==> src/rtl/dcache_wt.sv <==
// -----------------------------------------------------------------------------
// dcache_wt
//
// Direct-mapped, write-through, no-write-allocate data cache for the MW stage
// of the pipelined MIPS machine. Each of the 2^INDEX_BITS lines holds a single
// 32-bit word together with its valid bit and tag. Loads that hit return data
// combinationally with no stall. Load misses and all stores go out to a
// variable-latency backing memory over a req/ack handshake. While such a
// transaction is outstanding, stall_o freezes the pipeline.
//
// Ports
//   clk_i          : clock; all state updates on the rising edge
//   reset_i        : asynchronous, active-high reset of all state
//   addr_i         : byte address from the ALU (bits [1:0] ignored)
//   wr_data_i      : store data
//   mem_read_i     : load request
//   mem_write_i    : store request (wins over mem_read_i)
//   rd_data_o      : load data (combinational)
//   stall_o        : combinational pipeline freeze
//   mem_req_o      : registered backing-memory request
//   mem_we_o       : registered request direction, 1 = write
//   mem_addr_o     : registered word address
//   mem_wdata_o    : registered write data
//   mem_rdata_i    : backing-memory read data, valid with mem_ack_i
//   mem_ack_i      : one-cycle completion pulse from the backing memory
//   hit_count_o    : number of completed load hits (wraps)
//   miss_count_o   : number of load misses (wraps)
// -----------------------------------------------------------------------------
module dcache_wt #(
  parameter int INDEX_BITS = 4
) (
  input  logic        clk_i,
  input  logic        reset_i,
  input  logic [31:0] addr_i,
  input  logic [31:0] wr_data_i,
  input  logic        mem_read_i,
  input  logic        mem_write_i,
  output logic [31:0] rd_data_o,
  output logic        stall_o,
  output logic        mem_req_o,
  output logic        mem_we_o,
  output logic [29:0] mem_addr_o,
  output logic [31:0] mem_wdata_o,
  input  logic [31:0] mem_rdata_i,
  input  logic        mem_ack_i,
  output logic [31:0] hit_count_o,
  output logic [31:0] miss_count_o
);

  localparam int LINES    = 1 << INDEX_BITS;
  localparam int TAG_BITS = 30 - INDEX_BITS;

  typedef enum logic [1:0] {
    ST_IDLE  = 2'd0,
    ST_FILL  = 2'd1,
    ST_WRITE = 2'd2
  } state_e;

  state_e              state_q, state_d;
  logic                mem_req_q, mem_req_d;
  logic                mem_we_q, mem_we_d;
  logic [29:0]         mem_addr_q, mem_addr_d;
  logic [31:0]         mem_wdata_q, mem_wdata_d;
  logic [31:0]         hit_count_q, hit_count_d;
  logic [31:0]         miss_count_q, miss_count_d;

  logic [LINES-1:0]    valid_q;
  logic [TAG_BITS-1:0] tag_q  [LINES];
  logic [31:0]         data_q [LINES];

  logic [INDEX_BITS-1:0] index_s;
  logic [TAG_BITS-1:0]   tag_s;
  logic                  hit_s;
  logic                  stall_s;
  logic [31:0]           rd_data_s;
  logic                  line_fill_s;
  logic                  line_upd_s;
  logic [31:0]           line_wdata_s;
  logic                  unused_s;

  assign index_s  = addr_i[INDEX_BITS+1:2];
  assign tag_s    = addr_i[31:INDEX_BITS+2];
  assign hit_s    = valid_q[index_s] && (tag_q[index_s] == tag_s);
  // The byte offset within the word carries no information for a word cache.
  assign unused_s = ^addr_i[1:0];

  // Next-state, handshake, counter and line-update decode.
  always_comb begin
    state_d      = state_q;
    mem_req_d    = mem_req_q;
    mem_we_d     = mem_we_q;
    mem_addr_d   = mem_addr_q;
    mem_wdata_d  = mem_wdata_q;
    hit_count_d  = hit_count_q;
    miss_count_d = miss_count_q;
    stall_s      = 1'b0;
    rd_data_s    = 32'd0;
    line_fill_s  = 1'b0;
    line_upd_s   = 1'b0;
    line_wdata_s = 32'd0;

    case (state_q)
      ST_IDLE: begin
        if (mem_write_i) begin
          // Write-through: every store goes to memory; a read in the same
          // cycle is dropped.
          stall_s     = 1'b1;
          state_d     = ST_WRITE;
          mem_req_d   = 1'b1;
          mem_we_d    = 1'b1;
          mem_addr_d  = addr_i[31:2];
          mem_wdata_d = wr_data_i;
        end else if (mem_read_i) begin
          if (hit_s) begin
            rd_data_s   = data_q[index_s];
            hit_count_d = hit_count_q + 32'd1;
          end else begin
            stall_s      = 1'b1;
            state_d      = ST_FILL;
            mem_req_d    = 1'b1;
            mem_we_d     = 1'b0;
            mem_addr_d   = addr_i[31:2];
            miss_count_d = miss_count_q + 32'd1;
          end
        end else begin
          stall_s   = 1'b0;
          rd_data_s = 32'd0;
        end
      end

      ST_FILL: begin
        stall_s = !mem_ack_i;
        if (mem_ack_i) begin
          // Bypass the returning word so the load completes in the ack cycle.
          rd_data_s    = mem_rdata_i;
          line_fill_s  = 1'b1;
          line_wdata_s = mem_rdata_i;
          mem_req_d    = 1'b0;
          state_d      = ST_IDLE;
        end else begin
          rd_data_s = 32'd0;
        end
      end

      ST_WRITE: begin
        stall_s = !mem_ack_i;
        if (mem_ack_i) begin
          // No allocate: only a line already holding this address is updated.
          line_upd_s   = hit_s;
          line_wdata_s = wr_data_i;
          mem_req_d    = 1'b0;
          state_d      = ST_IDLE;
        end else begin
          line_upd_s = 1'b0;
        end
      end

      default: begin
        state_d   = ST_IDLE;
        mem_req_d = 1'b0;
      end
    endcase
  end

  // Control state, backing-memory request registers and counters.
  always_ff @(posedge clk_i or posedge reset_i) begin
    if (reset_i) begin
      state_q      <= ST_IDLE;
      mem_req_q    <= 1'b0;
      mem_we_q     <= 1'b0;
      mem_addr_q   <= 30'd0;
      mem_wdata_q  <= 32'd0;
      hit_count_q  <= 32'd0;
      miss_count_q <= 32'd0;
    end else begin
      state_q      <= state_d;
      mem_req_q    <= mem_req_d;
      mem_we_q     <= mem_we_d;
      mem_addr_q   <= mem_addr_d;
      mem_wdata_q  <= mem_wdata_d;
      hit_count_q  <= hit_count_d;
      miss_count_q <= miss_count_d;
    end
  end

  // Cache line storage: valid/tag set on fill, data on fill or store hit.
  always_ff @(posedge clk_i or posedge reset_i) begin
    if (reset_i) begin
      valid_q <= {LINES{1'b0}};
      for (int i = 0; i < LINES; i++) begin
        tag_q[i]  <= {TAG_BITS{1'b0}};
        data_q[i] <= 32'd0;
      end
    end else begin
      if (line_fill_s) begin
        valid_q[index_s] <= 1'b1;
        tag_q[index_s]   <= tag_s;
      end
      if (line_fill_s || line_upd_s) begin
        data_q[index_s] <= line_wdata_s;
      end
    end
  end

  assign rd_data_o    = rd_data_s;
  assign stall_o      = stall_s;
  assign mem_req_o    = mem_req_q;
  assign mem_we_o     = mem_we_q;
  assign mem_addr_o   = mem_addr_q;
  assign mem_wdata_o  = mem_wdata_q;
  assign hit_count_o  = hit_count_q;
  assign miss_count_o = miss_count_q;

endmodule

==> config.mk <==
export PLATFORM = sky130hd
export DESIGN_NAME = dcache_wt
export DESIGN_NICKNAME = d
export VERILOG_FILES = /design/src/rtl/dcache_wt.sv
export SDC_FILE = /design/constraint.sdc
export NUM_CORES = 2
export LEC_CHECK = 0
export ABC_CLOCK_PERIOD_IN_PS = 38400
export BUFFER_PORTS_ARGS = -buffer_cell sky130_fd_sc_hd__buf_4
export CORE_UTILIZATION = 29
export DETAILED_ROUTE_END_ITERATION = 8
export GPL_TIMING_DRIVEN = 0
export PLACE_DENSITY = 0.4
export SETUP_SLACK_MARGIN = 0.4
export SLEW_MARGIN = 25
export SYNTH_ARGS = -nofsm -noshare
export SYNTH_HDL_FRONTEND = slang
export SYNTH_SLANG_ARGS = --single-unit
==> constraint.sdc <==
create_clock -name clk_i -period 38.4 [get_ports clk_i]
set_input_delay 3.84 -clock clk_i [delete_from_list [all_inputs] [get_ports clk_i]]
set_output_delay 3.84 -clock clk_i [all_outputs]
set_load 0.02 [all_outputs]
==> qor.csv <==
stage;metric;value;unit
hold_path;cell count of the worst hold path;1;
clock_network;Inserted Clock Buffers;135;
critical_path;reg2reg path depth;11;
synthesis;number of synthesized flops with an enable pin;0;
sta;aggregate negative setup slack;0;ns
clock_network;total clock sinks;1074;
critical_path;startpoint type of the worst setup path;input port;
cells_and_area;Filler cells;16620;
run;reported max-cap violation count;0;
sta;Least-Margin Pin Slew;1.138;ns
clock_network;clock tree from TritonCTS;done;
clock_network;CTS root buffer;clkbuf_16;
route;number of DRC violations after detailed routing;0;
synthesis;post-synthesis instance area;0.04966;sq mm
global_route;pin count of the biggest net entering global routing;88;
critical_path;critical path arrival;10.13;ns
route;routed wire length;181100;um
power;total design power;3.515;mW
critical_path;largest fanout on the critical path;10;
cells_and_area;commonest cells after routing, fill and taps aside;1074 x dfrtp_1, 949 x mux2_2, 274 x buf_4, 241 x mux4_2, 178 x clkbuf_1;
cells_and_area;Final Net Count;3913;
global_route;first-pass GRT wire length;260400;um
synthesis;Post-synth ARST share;100.0;%
synthesis;sequential-to-total area share from yosys stat;54.12;%
hold_path;Worst Hold Launch;valid_q[7];
synthesis;dominant synthesized flop cell;dfrtp_1;
synthesis;flip-flop and latch count after synthesis;1074;
hold_path;Worst Hold Endpoint;valid_q[7];
synthesis;post-synthesis average cell area;14.68;sq um
power;worst vdd ir;48.48;uV
floorplan;die height;415.8;um
route;detail-routed net length per standard cell;29.54;um
floorplan;number of standard-cell rows in the floorplan;151;
floorplan;Core ar.;0.1697;sq mm
placed_design;Setup Slack @ Placement;24.41;ns
sta;worst-case clock skew;0.04478;ns
clock_network;Clk pin slew, worst setup/hold paths;0.05;ns
cells_and_area;commonest non-fill, non-tap cell in the layout;dfrtp_1;
placed_design;post-DP HPWL;123500;um
critical_path;Crit path required time;34.56;ns
sta;Slew Limit Headroom;24.13;%
synthesis;number of warnings reported in the yosys synthesis log;0;
synthesis;cell count after synthesis;3382;
cells_and_area;area added between synthesis and finish;19.90;%
critical_path;chain of cells forming the critical path;buf_4, buf_4, buf_4, inv_2, buf_2, buf_4, mux2i_1, xnor2_1, o32ai_1, nand4_1, nor3_1, nand3_1, clkbuf_2, o21ai_0, buf_4;
critical_path;cell family with the largest share of critical-path delay;buffers and inverters;
sta;worst-case hold slack;0.4611;ns
status;run status;complete, no violations;
critical_path;most repeated library cell on the critical path;buf_4;
sta;fin crit period;13.97;ns
floorplan;count of boundary I/O pins;262;
critical_path;critical path capture point type;output port;
cells_and_area;share of final-layout standard cells stronger than drive strength 1;47.03;%
sta;final setup margin;24.43;ns
route;1st-pass router iterations;5;
critical_path;Slowest Stage Delay on Critical Path;0.91;ns
cells_and_area;Final Util;35.09;%
sta;setup repair after global routing missed its margin;false;
route;detail-routed via count per cell;5.092;
critical_path;WS Path Type;input port to output port;
route;DR vias;31220;
global_route;vias in the first global route;33420;
power;static leakage power;27.89;nW
route;Iter 0 DRT Violations;1499;
placed_design;input/output buffers;247;
critical_path;worst reg-to-reg setup slack;33.04;ns
global_route;overflow left after global routing;0;
critical_path;Critical Path Slowest Stage Cell;o21ai_0;
sta;number of max-slew violations in the final report;0;
power;power density over the cells;59.03;mW/mm^2
critical_path;R2R Path Start;tag_q[200];
placed_design;cell area after placement;0.05518;sq mm
clock_network;post-cts sizing count;0;
sta;fmax;71.59;MHz
cells_and_area;Final Instance Area;0.05954;sq mm
clock_network;H-tree depth;4;
cells_and_area;final standard cell count with taps included and fillers excluded;6130;
floorplan;starting density of the core;29.27;%
global_route;initial antenna violation count;13;
route;post-route antenna net violation count;0;
synthesis;number of nets in the synthesized netlist;3489;
sta;Hold Violations, Final;0;
floorplan;die area;0.1729;sq mm
sta;final worst-path cycle share;36.37;%
floorplan;die width;415.8;um
critical_path;combined buffer and inverter count along the critical path;8;
clock_network;CTS max path bufs;3;
critical_path;reg2reg end;data_q[428];
sta;Setup-failing EPs final;0;
placed_design;total instance count after detailed placement;5886;
placed_design;routability congestion estimate;0.8024;
clock_network;postcts setup bufs;0;
global_route;GRT Util Overall;21.12;%
hold_path;path category of the worst min-delay check;flop to flop;
clock_network;clock latency reported for the late side of the worst-skew pair;0.79;ns
synthesis;number of distinct standard cells referenced by the synthesized netlist;61;
clock_network;CTS Hold Buffers Added;0;
## logic make-up after synthesis
family | after synthesis | share of synthesized area (%)
adder cells (fa/ha/maj) | 6 | 0.1512
AND/OR/NAND/NOR | 374 | 3.737
multiplexers | 1296 | 34.65
AO/OA/AOI/OAI | 211 | 2.877
flip-flops | 1074 | 54.12
XOR/XNOR | 85 | 1.499
buffers and inverters | 336 | 2.961
## synthesized netlist by cell type (all sizes together), types with 6 or more instances
cell type	number	share of area, %
and3	12	0.15
and4	6	0.11
nand2	138	1.0
clkbuf	188	1.4
buf	92	1.1
nor4	18	0.23
dfrtp	1074	54
a21oi	16	0.16
a211oi	11	0.29
nand4	15	0.19
xor2	63	1.1
o21ai	78	0.79
ha	6	0.15
a21boi	32	0.48
o211ai	12	0.18
nor2	37	0.28
a22oi	19	0.29
o22ai	12	0.15
nand3	35	0.35
mux4	241	11
nor3	42	0.42
or2	18	0.23
nand2b	17	0.21
mux2i	80	1.6
nor2b	9	0.11
and2	8	0.10
mux2	975	22
xnor2	22	0.39
inv	55	0.42
nor4b	9	0.16
## how the worst max path moves through the flow
stage / startpoint / end / slack [ns] / cells past startpoint
2_1_floorplan: reset_i / data_q[0] / 4.33 / 1
3_3_place_gp: reset_i / data_q[27] / -12.30 / 2
3_5_place_dp: addr_i[5] / rd_data_o[31] / 24.41 / 12
4_1_cts: addr_i[5] / rd_data_o[31] / 24.40 / 12
5_1_grt: addr_i[2] / rd_data_o[31] / 24.45 / 15
6_report: addr_i[2] / rd_data_o[31] / 24.43 / 15
## metal layers
layer	wire (um)	part of all wire (%)	track usage, %
met3	6600	3.6	3.123
met1	83460	46	29.03
met4	4891	2.7	6.292
met5	0	0	0
met2	86120	48	34.36
## registers in the layout, summed over array words and instances (netlist names)
signal and count:
data_q 512, hit_count_o 32, mem_addr_o 30, mem_req_o 1
mem_wdata_o 32, mem_we_o 1, miss_count_o 32, state_q 2
tag_q 416, valid_q 16
## layout make-up
type,instances,area (sq um),area share (%)
Tap cell,2218,2775,4.661
Multi-Input combinational cell,1972,21380,35.90
Antenna cell,4,10.01,0.01681
Sequential cell,1074,26880,45.14
Buffer,280,1353,2.272
Clock inverter,29,336.6,0.5653
Clock buffer,210,4003,6.722
Timing Repair Buffer,287,2595,4.358
Inverter,56,217.7,0.3656
## worst reg2reg max path, cell delays in order (launching register included)
cell and delay (ns):
dfrtp_1 0.38, mux4_2 0.46, mux2i_1 0.38, o2bb2ai_1 0.20
a2111o_1 0.43, o31ai_1 0.64, o2111ai_1 0.32, nor4_1 0.69
buf_2 0.33, o211ai_1 0.39, clkbuf_1 0.59, mux2_2 0.44
## power breakdown
part / switching (mW) / internal (mW) / total (mW)
sequential: 0.125 / 1.37 / 1.49
clock: 0.530 / 0.733 / 1.26
combinational: 0.388 / 0.373 / 0.761
Power figures use the tool's default switching activity.
